<file path="src/rtl/soma_pkg.sv">
// rtl/soma_pkg.sv - shared widths and scan FSM state type for the soma scan controller
package soma_pkg;

  localparam int NNW_DEF = 12;
  localparam int VW_DEF  = 20;

  typedef enum logic [1:0] {
    ST_IDLE  = 2'd0,
    ST_SCAN  = 2'd1,
    ST_DRAIN = 2'd2,
    ST_DONE  = 2'd3
  } scan_state_e;

endpackage

</file>
<file path="src/rtl/soma_spk_fifo.sv">
// rtl/soma_spk_fifo.sv - 2-entry spike address FIFO with registered head and occupancy count
module soma_spk_fifo #(
  parameter int AW = 12
) (
  input  logic          clk,
  input  logic          rst_n,
  input  logic          i_push,
  input  logic [AW-1:0] i_push_data,
  input  logic          i_pop,
  output logic          o_head_vld,
  output logic [AW-1:0] o_head_data,
  output logic [1:0]    o_occ
);

  logic [AW-1:0] r_mem [2];
  logic          r_wr_ptr;
  logic          r_rd_ptr;
  logic [1:0]    r_occ;
  logic          w_pop;

  // Pop is qualified here so a stray ready on an empty FIFO cannot underflow.
  assign w_pop = i_pop & (r_occ != 2'd0);

  always_ff @(posedge clk) begin
    if (!rst_n) begin
      r_mem[0] <= '0;
      r_mem[1] <= '0;
      r_wr_ptr <= 1'b0;
      r_rd_ptr <= 1'b0;
      r_occ    <= 2'd0;
    end else begin
      if (i_push) begin
        r_mem[r_wr_ptr] <= i_push_data;
        r_wr_ptr        <= ~r_wr_ptr;
      end
      if (w_pop) begin
        r_rd_ptr <= ~r_rd_ptr;
      end
      r_occ <= r_occ + {1'b0, i_push} - {1'b0, w_pop};
    end
  end

  assign o_head_vld  = (r_occ != 2'd0);
  assign o_head_data = o_head_vld ? r_mem[r_rd_ptr] : '0;
  assign o_occ       = r_occ;

endmodule

</file>
<file path="src/rtl/soma_scan_ctrl.sv">
// rtl/soma_scan_ctrl.sv - per-timestep soma scan sequencer, spike buffer and host Vm arbiter
// Optional spike counter output enabled by SOMA_SCAN_SPKCNT_EN.
module soma_scan_ctrl
  import soma_pkg::*;
#(
  parameter int NNW       = NNW_DEF,
  parameter int VW        = VW_DEF,
  parameter int BUF_DEPTH = 2
) (
  input  logic           clk_soma,
  input  logic           rst_n,
  input  logic           tick_start,
  input  logic           tick_clear,
  input  logic [NNW-1:0] neuron_num,
  output logic           busy,
  output logic           done,
  output logic           soma_vld,
  output logic           soma_clear,
  output logic [NNW-1:0] soma_addr,
  input  logic           soma_fire,
  output logic           spk_vld,
  output logic [NNW-1:0] spk_addr,
  input  logic           spk_ready,
  input  logic           host_req,
  input  logic           host_we,
  input  logic [NNW-1:0] host_addr,
  input  logic [VW-1:0]  host_wdata,
  output logic           host_gnt,
  output logic           soma_vm_we,
  output logic           soma_vm_re,
  output logic [NNW-1:0] soma_vm_waddr,
  output logic [NNW-1:0] soma_vm_raddr,
  output logic [VW-1:0]  soma_vm_wdata,
  output logic           host_rdata_vld
`ifdef SOMA_SCAN_SPKCNT_EN
  ,
  output logic [NNW:0]   spk_cnt
`endif
);

  scan_state_e r_state;
  scan_state_e w_next;

  logic [NNW-1:0] r_n_lim;
  logic [NNW-1:0] r_addr;
  logic           r_mode_clr;
  logic           r_inflight;
  logic [NNW-1:0] r_infl_addr;
  logic           r_rd_pend;

  logic           w_tick;
  logic           w_accept;
  logic           w_issue;
  logic           w_issue_ok;
  logic           w_busy;
  logic           w_done;
  logic           w_push;
  logic           w_pop;
  logic [1:0]     w_occ;
  logic [2:0]     w_level;
  logic           w_host_win;
  logic           w_wr;
  logic           w_rd;

  assign w_tick = tick_start | tick_clear;
  assign w_pop  = spk_vld & spk_ready;
  assign w_push = r_inflight & soma_fire;

  // Projected buffer level counts the spike that may still land from the in-flight update.
  assign w_level    = {1'b0, w_occ} + {2'b0, r_inflight} - {2'b0, w_pop};
  assign w_issue_ok = r_mode_clr | (w_level < 3'(BUF_DEPTH));

  always_comb begin
    w_next   = r_state;
    w_accept = 1'b0;
    w_issue  = 1'b0;
    w_busy   = 1'b0;
    w_done   = 1'b0;
    case (r_state)
      ST_IDLE: begin
        if (w_tick) begin
          w_accept = 1'b1;
          w_next   = (neuron_num == '0) ? ST_DONE : ST_SCAN;
        end
      end
      ST_SCAN: begin
        w_busy = 1'b1;
        if (w_issue_ok) begin
          w_issue = 1'b1;
          if (r_addr == r_n_lim - NNW'(1)) begin
            w_next = ST_DRAIN;
          end
        end
      end
      ST_DRAIN: begin
        w_busy = 1'b1;
        if (!r_inflight && (w_occ == 2'd0)) begin
          w_next = ST_DONE;
        end
      end
      ST_DONE: begin
        w_done = 1'b1;
        w_next = ST_IDLE;
      end
      default: w_next = ST_IDLE;
    endcase
  end

  always_ff @(posedge clk_soma) begin
    if (!rst_n) begin
      r_state     <= ST_IDLE;
      r_n_lim     <= '0;
      r_addr      <= '0;
      r_mode_clr  <= 1'b0;
      r_inflight  <= 1'b0;
      r_infl_addr <= '0;
      r_rd_pend   <= 1'b0;
    end else begin
      r_state     <= w_next;
      r_inflight  <= w_issue & ~r_mode_clr;
      r_infl_addr <= r_addr;
      r_rd_pend   <= w_rd;
      if (w_accept) begin
        r_n_lim    <= neuron_num;
        r_mode_clr <= tick_clear;
        r_addr     <= '0;
      end else if (w_issue) begin
        r_addr <= r_addr + NNW'(1);
      end
    end
  end

  soma_spk_fifo #(.AW(NNW)) u_spk_fifo (
    .clk         (clk_soma),
    .rst_n       (rst_n),
    .i_push      (w_push),
    .i_push_data (r_infl_addr),
    .i_pop       (w_pop),
    .o_head_vld  (spk_vld),
    .o_head_data (spk_addr),
    .o_occ       (w_occ)
  );

  // Host owns the Vm port only while no scan write-back can be pending.
  assign w_host_win = rst_n & ((r_state == ST_IDLE) | (r_state == ST_DONE));
  assign host_gnt   = host_req & w_host_win;
  assign w_wr       = host_gnt & host_we;
  assign w_rd       = host_gnt & ~host_we;

  assign soma_vm_we     = w_wr;
  assign soma_vm_waddr  = w_wr ? host_addr : '0;
  assign soma_vm_wdata  = w_wr ? host_wdata : '0;
  assign soma_vm_re     = w_rd;
  assign soma_vm_raddr  = w_rd ? host_addr : '0;
  assign host_rdata_vld = r_rd_pend;

  assign busy       = w_busy;
  assign done       = w_done;
  assign soma_vld   = w_issue;
  assign soma_clear = w_issue & r_mode_clr;
  assign soma_addr  = w_issue ? r_addr : '0;

`ifdef SOMA_SCAN_SPKCNT_EN
  logic [NNW:0] r_spk_cnt;

  always_ff @(posedge clk_soma) begin
    if (!rst_n) begin
      r_spk_cnt <= '0;
    end else if (w_accept) begin
      r_spk_cnt <= '0;
    end else if (w_push && (r_spk_cnt != '1)) begin
      r_spk_cnt <= r_spk_cnt + (NNW+1)'(1);
    end
  end

  assign spk_cnt = r_spk_cnt;
`endif

endmodule

</file>
<file path="config.mk">
export PLATFORM = sky130hd
export DESIGN_NAME = soma_scan_ctrl
export DESIGN_NICKNAME = d
export VERILOG_FILES = /design/src/rtl/soma_pkg.sv /design/src/rtl/soma_spk_fifo.sv /design/src/rtl/soma_scan_ctrl.sv
export SDC_FILE = /design/constraint.sdc
export NUM_CORES = 1
export LEC_CHECK = 0
export CAP_MARGIN = 20
export CORE_MARGIN = 3
export CORE_UTILIZATION = 40
export DETAILED_ROUTE_END_ITERATION = 10
export GPL_TIMING_DRIVEN = 0
export PLACE_DENSITY = 0.86
export SLEW_MARGIN = 20
export SYNTH_ARGS = -nofsm -noshare
export SYNTH_HDL_FRONTEND = slang
export SYNTH_SLANG_ARGS = --single-unit
</file>
<file path="constraint.sdc">
create_clock -name clk_soma -period 2.7 [get_ports clk_soma]
set_input_delay 0.405 -clock clk_soma [delete_from_list [all_inputs] [get_ports clk_soma]]
set_output_delay 0.405 -clock clk_soma [all_outputs]
set_load 0.01 [all_outputs]
</file>
# After elaboration in Yosys (flattened, before gate mapping)
# Memory sizes are Yosys's and may differ from the RTL's. A register that Yosys moved wholly into a read port is not among the register bits.
# Cells that the tools add are included.
# totals
regBits	45
ramBits	24
inputBits	52
out_inout_bits	77
elab_cells	79
n_memories	1
# op_classes
n_addsub	6
n_lt_le_gt_ge	1
eq_ne	8
muxes	26
bitwise_logic	17
n_reduce_logical	10
# memory_table
name	words	width	read_ports	rd_clocked_by_memory_dff	wr	line_no	text
u_spk_fifo.r_mem	2	12	1	1	2	soma_spk_fifo.sv:15	logic [AW-1:0] r_mem [2];
# ops
cell	count
$mux 12	5
$mux 20	1
$mux 1	14
$add 12x1->12 const B	1
$eq 12x12->1	1
$logic_not 12->1	1
$reduce_or 12->1	1
$sub 12x1->12 const B	1
$mux 2	5
$and 1x1->1	9
$ne 2x2->1 const B	4
$pmux 2 s4	1
$not 1->1	5
$eq 2x2->1 const B	2
$logic_not 2->1	2
$reduce_and 4->1	1
$reduce_or 2->1	2
$add 2x1->3	1
$lt 3x2->1 const B	1
$or 1x1->1	3
$sub 3x1->3	1
$add 2x1->2	1
$eq 2x1->1 const B	1
$reduce_bool 2->1	1
3 further kinds	3

# Depth between registers and ports, before layout
# depth
word_depth	8
depth_mapped	12
mapped_depth_nobuf	11

# Modules after synthesis
# Synthesis repeated with hierarchy kept, for this count alone.
# unflattened
cells_unflattened	421
hier_area_um2	3742.3
# by_module_without_submodules
mod	instances	cells_per_inst	area_per_inst_um2
soma_scan_ctrl	1	306	2436.1
soma_spk_fifo	1	115	1306.3

# Least setup slack after synthesis
# Ideal clock, no wire load.
# synth_timing
path_type	flip-flop to flip-flop
start	register u_spk_fifo.r_occ[1] (netlist: u_spk_fifo.o_occ[1])
end	register r_state[1]
arrival_time_ns	2.474
required_ns	2.578
slack_ns	0.103
path_stages_with_launch	11
path_buffers	0
period_less_slack_ns	2.597
cell_sequence	dfxtp_1 -> nor2_1 -> nor2b_1 -> ha_1 -> nor2b_1 -> fa_1 -> o21bai_2 -> nand4b_1 -> nor4_4 -> a31oi_4 -> mux2i_1
# synth_via
elab_chain_len	7
word_cells_on_any_way	11
classes_between	add/sub (2); order compare (1); eq/ne (2); bitwise (2); reduce/logical (4)
# synth_rtl
element	line_no	text
start, declared	soma_spk_fifo.sv:18	logic [1:0] r_occ;
start signal, assigned	soma_spk_fifo.sv:39	r_occ <= r_occ + {1'b0, i_push} - {1'b0, w_pop};
parallel branches: the longest is 6 deep, another holds $add 2x1->3	n/a	
$reduce_and 4->1 (no source line) (*)	n/a	
end signal, assigned	soma_scan_ctrl.sv:119	r_state <= w_next;
end, declared	soma_scan_ctrl.sv:41	scan_state_e r_state;
# Every way passes the cells marked *.
# A chain may end at the register's enable or synchronous reset.

# Worst setup path after layout
# layout_timing
start	register u_spk_fifo.r_occ[0] (netlist: u_spk_fifo.o_occ[0])
end	output port soma_addr[0]
# layout_via
elab_chain_len	8
word_cells_on_any_way	9
classes_between	add/sub (2); order compare (1); mux (3); bitwise (2); reduce/logical (1)
# layout_rtl
element	line_no	text
parallel branches: the longest is 2 deep, another holds $add 2x1->3	n/a	
$sub 3x1->3 (*)	soma_scan_ctrl.sv:70	assign w_level = {1'b0, w_occ} + {2'b0, r_inflight} - {2'b0, w_pop};
$lt 3x2->1 (*)	soma_scan_ctrl.sv:71	assign w_issue_ok = r_mode_clr | (w_level < 3'(BUF_DEPTH));
$or 1x1->1 (*)	soma_scan_ctrl.sv:71	
$mux 1 (*)	soma_scan_ctrl.sv:88	if (w_issue_ok) begin
$mux 1 (*)	soma_scan_ctrl.sv:79	case (r_state)
$mux 12 (*)	soma_scan_ctrl.sv:161	assign soma_addr = w_issue ? r_addr : '0;
end, declared	soma_scan_ctrl.sv:19	output logic [NNW-1:0] soma_addr,
# Marked as above.

==> impl_metrics.toml <==
[synth]
synth-seq-cells = 70
synth_top_cell_by_area = "dfxtp_1"
synth_ff_type = "dfxtp_1"
syn_inst = 409
yosys.area.top_type_share = 0.242
ys_seq_area_frac = 0.431
ys_warn_count = 0
synthArstFlopShare = 0
netlist_area_sq_um = 3810
syn_avg_cell_area_sq_um = 9.32
synth_cell_type_count = 50
synth_edf_count = 24
synth_area_leaders = "dfxtp_1 (24%), edfxtp_1 (19%), and2_1 (9.0%)"
synth.net_count = 471

[route]
drt-initial-drc-count = 238
ant_nets = 0
drt_wl_total_mm = 10.7
wire_per_inst_um = 15.4
viasPerCell = 4.97
drc_errors = 0
dr.pass1.iters = 4
vias = 3455

[critical_path]
crit_path_cell_trace = "nor2_4 > nor2b_4 > ha_4 > nor2b_4 > fa_2 > xnor2_2 > o21bai_4 > buf_6 > buf_6 > and3_4 > buf_6"
critPathMostFrequentCell = "buf_6"
cp-start-kind = "flip-flop"
end_kind = "primary output"
critical_path_class = "reg2out"
critPathArrivalTime_ps = 2460
crit_fanout = 4
slowest_delay_ps = 370
critPathRequiredTime_ps = 2300
crit_slowest_cell = "dfxtp_4"

[finish]
final_util = 0.647
antenna_cells = 0
area_delta_synth_final_pct = 52.4
layout_commonest_cell = "clkdlybuf4s50_1"
fin_cells = 695
fin_nets = 626
layout-drive-gt1-share = 0.160
finish.instance_area_sq_um = 5810
final_cell_mix = "clkdlybuf4s50_1 (112), and2_1 (55), dfxtp_1 (44)"

[run_status]
status = "complete, but fails checks"
violations = "setup timing"

[power]
p_int_uw = 2960
power.leakage_uw = 0.00230
p_per_area_nw_per_um2 = 798
switching_share = 0.362
power_frac_comb = 0.511
peakVddDrop_mv = 0.518
clock_power_share = 0.197
seq_power_share = 0.292
power_switching_uw = 1680

[cts]
hold_buffers = 0
numCtsBuffers = 9
path_clk_slew_ps = 70
htree_levels = 3
root_buffer = "clkbuf_8"
clk_latency_ps = 350
cts.sinks = 70
clk_path_buf_depth = 2
cts_tree = "yes"

[grt]
gr-max-usage-layer = "met2"
grt_pass1_vias = 3558
grt_max_degree = 14
met1_usage = 0.213
grt_usage = 0.196
gr-total-overflow = 0
grtUsageMet2 = 0.371
grt_pass1_wl_mm = 17.2
antenna_found_initial = 0
grtUsageMet3 = 0.0547

[job]
maxCapViolCount = 0

[timing]
slew_headroom = 0.548
hold_ws_ps = 494
clock.fmax_mhz = 349
min_period_ps = 2870
fin_ws_ps = -167
post-route-period-util = 1.06
grt_setup_unrepaired = "yes"
maxSlewViolCount = 0
worst_pin_slew_ps = 678
setup_viol = 14
skew_ps = 3.33
finalHoldViolCount = 0

[die]
io_pins = 129
die_y_um = 104
initial_core_util = 0.425
die-area_sq_um = 10700
coreArea_sq_um = 8980
num_rows = 34
die_w_um = 104

[place]
dpl_cell_area_sq_um = 5270
place_worst_setup_slack_ps = -1080
dp_hpwl_mm = 7.85
dp.cells = 665
gp_congestion = 0.846
port_buffers = 128

[hold_path]
hp-class = "reg2reg"
-- metrics by stage --
| stage | total power [uW] | TNS [ps] |
|---|---|---|
| after floorplan | 2490 | 0 |
| after global placement | 3060 | -25190 |
| after detailed placement | 3130 | -27780 |
| after CTS | 4520 | -1500 |
| after global routing | 4900 | -3050 |
| final | 4640 | -1420 |
-- worst paths after layout --
path	start	end	slack, ps	cells past startpoint
worst max-delay path	u_spk_fifo.o_occ[0]	soma_addr[0]	-170	11
worst min register to register	r_n_lim[11]	r_n_lim[11]	490	2
worst min-delay path	r_n_lim[11]	r_n_lim[11]	490	2
worst max register to register	u_spk_fifo.o_occ[0]	r_addr[8]	0	14
-- metal layers --
metal / vias up / wire [um] / share of wire
li1: 1697 / - / -
met1: 1625 / 4150 / 0.39
met2: 111 / 5760 / 0.54
met3: 22 / 602 / 0.056
met4: 0 / 221 / 0.021
met5: - / 0 / 0
-- sequential cells by signal (all words and copies together) (netlist names), 2 cells and up, named ones only --
name / flops
r_infl_addr: 12
u_spk_fifo.o_occ: 2
r_addr: 12
r_n_lim: 12
r_state: 2
u_spk_fifo.r_mem: 24
-- power groups by stage --
| stage | clock [uW] | sequential (uW) | combinational, uW |
|---|---|---|---|
| finish | 915 | 1360 | 2370 |
| global route | 972 | 1370 | 2550 |
| CTS | 927 | 1350 | 2250 |
| detailed placement | 0 | 1370 | 1760 |
| global placement | 0 | 1360 | 1700 |
| floorplan | 0 | 1340 | 1160 |
-- what timing repair did --
action / CTS / global route
pin swaps: 6 / 7
setup buffers: 9 / 4
endpoints found under the setup margin: 71 / 59
gates resized for setup: 114 / 10
gates cloned: 1 / 0
-- cell usage after synthesis (all sizes together) (2+ instances only) --
library cell / count
nand2: 40
nor2: 31
nor3b: 2
buf: 5
o211ai: 2
xor2: 10
ha: 9
nor4: 6
and2: 56
nand4b: 3
o21ai: 8
inv: 12
or3: 4
nor3: 5
nand3: 7
nor2b: 3
a31oi: 2
dfxtp: 46
mux2i: 16
a21oi: 6
nand4: 2
and3: 46
a22oi: 2
xnor2: 19
clkbuf: 20
edfxtp: 24
a21boi: 13
-- cell families (layout without fill, tap and decap cells) --
logic type	Yosys count	in the layout	synth area share
DFF	70	70	0.431
adders and majority gates	10	10	0.0348
xor gates and xnor gates	29	29	0.0666
AOI/OAI and AO/OA	35	35	0.0663
buffers and inverters	37	197	0.0400
and+or+nand+nor	211	211	0.317
muxes	17	17	0.0450
-- cell type report --
class / instances / area (sq um)
Multi-Input combinational cell: 302 / 2170
Clock buffer: 10 / 128
Timing Repair Buffer: 144 / 1420
Sequential cell: 70 / 1650
Inverter: 12 / 45.0
Buffer: 25 / 146
Clock inverter: 6 / 87.6
Fill cell: 693 / 3170
Tap cell: 126 / 158
-- critical path: cells and delay by family, from the launching register on --
| kind | cells | cell delay (ps) |
|---|---|---|
| buffers and inverters | 3 | 330 |
| and+or+nand+nor | 4 | 430 |
| adders and majority gates | 2 | 630 |
| xor gates and xnor gates | 1 | 170 |
| DFF | 1 | 370 |
| AOI/OAI and AO/OA | 1 | 180 |
(Power assumes the default switching activity.)
==> variant 1: new RTL, config.mk and constraints unchanged <==
Change the package constant `NNW_DEF` from 12 to 11.
--- a/src/rtl/soma_pkg.sv
+++ b/src/rtl/soma_pkg.sv
@@ -1,7 +1,7 @@
 // rtl/soma_pkg.sv - shared widths and scan FSM state type for the soma scan controller
 package soma_pkg;
 
-  localparam int NNW_DEF = 12;
+  localparam int NNW_DEF = 11;
   localparam int VW_DEF  = 20;
 
   typedef enum logic [1:0] {
Ports: changed (6 resized); port bits go from 129 to 123. No check against the original RTL was run, so the function may have changed too.
==> variant 1 against the unedited design <==
Sequential cell count decreased by 5; total power decreased by 12%; critical path depth decreased by 1; clock power decreased by 11%; routed wire length decreased by 17%; worst setup slack improved by 0.058 ns; final area decreased by 8.2%; the flow still finishes with violations (setup timing); area after synthesis decreased by 8.3%; largest power group unchanged; count of clock-buffer cells in the layout increased by 1.
==> variant 1: results (changes against the unedited design) <==
status finished, violations left (unchanged); violated checks setup timing (unchanged); Yosys cell types 43 (was 50); HP Class flop to flop (unchanged); Syn. warnings 0 (unchanged); Hold Path End r_state[0] (was r_n_lim[11]); syn nets 443 (was 471); RR Endpoint r_addr[9] (was r_addr[8]); final setup violation count 12 (was 14); first-pass GRT wire length 14,370 microns (was 17,170 microns); r2r setup slk 0.08 ns (was 0 ns); number of enable flip-flop cells after synthesis 22 (was 24); most flop-heavy register u_spk_fifo.r_mem (unchanged); Synth Flop Type dfxtp_1 (unchanged); critical path class flop to output port (unchanged); Critical Path AT 2.40 ns (was 2.46 ns); ant diodes 0 (unchanged); H-tree depth 3 (unchanged); input/output buffers 122 (was 128); Leak Pwr 0.002114 uW (was 0.002296 uW); top cells by count, synth 53 x and2_1, 43 x and3_1, 43 x dfxtp_1 (was 55 x and2_1, 46 x and3_1, 46 x dfxtp_1); ys async rst share 0% (unchanged); CTS root buffer clkbuf_8 (unchanged); CP Max Fanout 5 (was 4); Clock Path Buffers 2 (unchanged); clk_skew 0.01159 ns (was 0.003335 ns); Hold Crit Start r_state[0] (was r_n_lim[11]); Fillers 680 (was 693); hold depth 2 (unchanged); Worst Setup SP u_spk_fifo.o_occ[1] (was u_spk_fifo.o_occ[0]); pin count of the biggest net entering global routing 12 (was 14); PnR worst setup slack -0.1090 ns (was -0.1674 ns); vias per cell 4.959 (was 4.971); worst hold slack 0.4841 ns (was 0.4943 ns); initial antenna violation count 0 (unchanged); DP HPWL 6865 microns (was 7847 microns); DR pass1 iterations 4 (unchanged); synth top area cells dfxtp_1 25%, edfxtp_1 19%, and2_1 9.5% (was dfxtp_1 24%, edfxtp_1 19%, and2_1 9.0%); worst reg2reg path depth 12 (was 14); clock transition at the registers of the reported paths approximately 0.080 ns; drt first-iter violations 119 (was 238); Max rail drop VDD 0.3439 mV (was 0.5177 mV); Placer Congestion 0.8425 (was 0.8457); max_slew headroom 37.13% (was 54.83%); clock buffers created by TritonCTS 9 (unchanged); vias in the first global route 3,207 (was 3,558); Worst-Skew Late Latency 0.34 ns; max reg flops 22 (was 24); post-layout net count 586 (was 626); share of layout cells above drive strength 1 14.88% (was 15.99%); GRT Resource Usage Total 17.98% (was 19.65%); post-synthesis sequential area ratio 43.51% (was 43.06%); WL/cell 14.08 microns (was 15.45 microns)
## variant 1: changes by cell type after synthesis, moves of 3 or more
cell	unedited run	this run
xnor2_1	19	15
and3_1	46	43
dfxtp_1	46	43
nand2_1	40	37
## variant 1: layout make-up
type | instances | area (sq um) | area share (%)
plain buffers | 23 | 121.4 | 2.276
inverters | 11 | 41.29 | 0.7743
multi-input cells | 283 | 1993 | 37.38
clock buffers | 11 | 141.4 | 2.651
repair buffers | 133 | 1319 | 24.73
well taps | 105 | 131.4 | 2.464
clock inverters | 5 | 55.05 | 1.032
flip-flops and latches | 65 | 1530 | 28.70
## variant 1: cells by family after synthesis
group           synth area share, %
compound gates                6.226
xor+xnor                      6.762
mux                           4.293
flops                         43.51
simple gates                  31.34
fa+ha+maj                     3.793
buf+inv                       4.079
## variant 1: critical path: stages, from the launching register on
cell and delay, ns:
dfxtp_4 0.35, nor2_4 0.13, nor2b_4 0.06, ha_4 0.24, nor2b_4 0.11, fa_2 0.46, o21bai_4 0.18, buf_6 0.14
buf_8 0.10, and3_4 0.19, buf_6 0.10
## variant 1: worst max-delay path by stage
| stage | cells after the start | endpoint |
|---|---|---|
| floorplan | 10 | r_addr[9] |
| global placement | 9 | soma_addr[10] |
| detailed placement | 9 | soma_addr[3] |
| CTS | 11 | soma_addr[3] |
| global route | 11 | soma_addr[8] |
| finish | 10 | soma_addr[3] |
## variant 1: timing repair
item / CTS / global route
pin swaps: 4 / 6
hold buffers: 0 / 0
endpoints found under the hold margin: 0 / 0
setup buffers: 8 / 3
gates cloned: 1 / 0
gates resized for setup: 91 / 28
endpoints found under the setup margin: 66 / 53
## variant 1: per-layer routing
layer / wire length (microns) / global-route usage [%] / part of all wire (%) / vias up
met5: 0 / 0 / 0 / -
met4: 153 / 7.353 / 1.7 / 0
met3: 507 / 4.278 / 5.7 / 13
met2: 4820 / 33.78 / 54 / 97
met1: 3475 / 19.11 / 39 / 1458
li1: - / - / - / 1586
## variant 1: stage by stage
| step | cells | utilization, % | worst slack (ns) | TNS [ns] | area [sq um] |
|---|---|---|---|---|---|
| floorplan | 383 | - | 0.03893 | 0 | 3497 |
| global placement | 610 | 58.15 | -1.094 | -22.38 | 4850 |
| detailed placement | 610 | 58.15 | -1.148 | -23.28 | 4850 |
| CTS | 634 | 62.53 | -0.1325 | -1.261 | 5215 |
| global route | 636 | 63.94 | -0.2010 | -2.256 | 5333 |
| finish | 636 | 63.94 | -0.1090 | -1.056 | 5333 |
## variant 1: where the power goes
part	switching [uW]	leakage [uW]	internal, uW
combinational	939	0.00145	1110
clock	365	0.0000953	448
sequential	103	0.000573	1130
==> variant 2: new RTL, config.mk and constraints unchanged <==
Without the edit above. Re-encode `scan_state_e` (4 states) as Gray code, 2 bits wide.
--- a/src/rtl/soma_pkg.sv
+++ b/src/rtl/soma_pkg.sv
@@ -5,10 +5,10 @@
   localparam int VW_DEF  = 20;
 
   typedef enum logic [1:0] {
-    ST_IDLE  = 2'd0,
-    ST_SCAN  = 2'd1,
-    ST_DRAIN = 2'd2,
-    ST_DONE  = 2'd3
+    ST_IDLE  = 2'b00,
+    ST_SCAN  = 2'b01,
+    ST_DRAIN = 2'b11,
+    ST_DONE  = 2'b10
   } scan_state_e;
 
 endpackage
Function: same outputs for any inputs over 10 cycles, from zero or initial values and one cycle with rst_n low; not proved beyond that.
==> variant 2 against the unedited design <==
The run still ends with setup timing left; worst hold slack worse by 0.00097 ns; utilization down 0.52 points; worst setup slack got worse by 0.11 ns; global-route usage is 0.25 points higher; routed wire length rose by 5.3%; sequential share of layout area up 0.32 points; final area fell by 1.3%; area after synthesis is 0.85% lower; sequential cell count did not move; critical endpoint is now r_state[1].
Power is not compared: it rests on default switching activity, and its combinational part moved more than twofold at a synthesized area within 25%.
==> variant 2: results (changes against the unedited design) <==
drt first-iter violations 325 (was 238); Placer Congestion 0.9121 (was 0.8457); multi-input logic area 2127 sq um (was 2172 sq um); # resized after CTS 89 (was 114); vias 3,499 (was 3,455); crit path max-delay cell type or4_4 (was dfxtp_4); Yosys cell types 53 (was 50); post-layout net count 623 (was 626); ys async rst share 0% (unchanged); ClkCell Share 3.338% (was 3.704%); clk_skew 0.008106 ns (was 0.003335 ns); vias in the first global route 3,220 (was 3,558); pre-CTS WS -0.8793 ns (was -1.083 ns); routed wire length 11,300 microns (was 10,740 microns); DP HPWL 8294 microns (was 7847 microns); share of layout cells above drive strength 1 17.02% (was 15.99%); multi-input gates 301 (was 302); synth top area cells dfxtp_1 24%, edfxtp_1 19%, and2_1 9.6% (was dfxtp_1 24%, edfxtp_1 19%, and2_1 9.0%); PnR worst setup slack -0.2754 ns (was -0.1674 ns); status finished, violations left (unchanged); top cells by count, synth 58 x and2_1, 46 x dfxtp_1, 45 x and3_1 (was 55 x and2_1, 46 x and3_1, 46 x dfxtp_1); post-synthesis sequential area ratio 43.43% (was 43.06%); GRT Resource Usage Total 19.90% (was 19.65%); violated checks setup timing (unchanged); first-pass GRT wire length 16,330 microns (was 17,170 microns); total negative setup slack -3.477 ns (was -1.416 ns); final setup violation count 20 (was 14); Least-Margin Pin Slew 0.6513 ns (was 0.6775 ns); syn nets 470 (was 471); Signal buf overhead 27.73% (was 27.03%); Fillers 689 (was 693); Seq/total area 28.71% (was 28.39%)
variant 2: changes by cell type in the layout (fill, tap and decap cells not counted), moves of 4 or more:
cell / before / now
o21ai_0: 6 / 11
clkdlybuf4s50_1: 112 / 116
buf_4: 18 / 11
nand2_1: 40 / 32
xnor2_1: 18 / 13
clkbuf_2: 0 / 4
variant 2: stage by stage:
step	cells	area (sq um)	hold slack, ns
2_1_floorplan	412	3817	0.4555
3_3_place_gp	648	5234	0.4812
3_5_place_dp	649	5241	0.4874
4_1_cts	674	5610	0.4971
5_1_grt	678	5736	0.5216
6_report	678	5736	0.4933
variant 2: critical path: cells and delay by family (launching register included):
family          cells  cell delay, ns
buf+inv             3            0.30
simple gates        4            0.77
compound gates      4            0.75
flops               1            0.36
fa+ha+maj           2            0.60
xor+xnor            1            0.16
variant 2: final timing paths:
path,start,slack [ns],to
worst max register to register,u_spk_fifo.o_occ[1],-0.28,r_state[1]
worst min-delay path,r_n_lim[8],0.49,r_n_lim[8]
worst max-delay path,u_spk_fifo.o_occ[1],-0.28,r_state[1]
worst min register to register,r_n_lim[8],0.49,r_n_lim[8]
variant 2: routing by layer:
layer  vias to the layer above  GRT usage, %  share of wire [%]
met5                         -             0                  0
met4                         0         5.478                1.7
met3                        16         5.298                5.0
met2                       106         33.20                 53
met1                      1660         25.54                 41
li1                       1717             -                  -
variant 2: cells by family after synthesis:
group | count (synthesis) | share of synthesized area, %
and+or+nand+nor | 214 | 31.61
DFF | 70 | 43.43
AOI/OAI and AO/OA | 41 | 7.845
buffers and inverters | 41 | 4.932
xor gates and xnor gates | 25 | 5.991
muxes | 15 | 4.005
adders and majority gates | 6 | 2.185
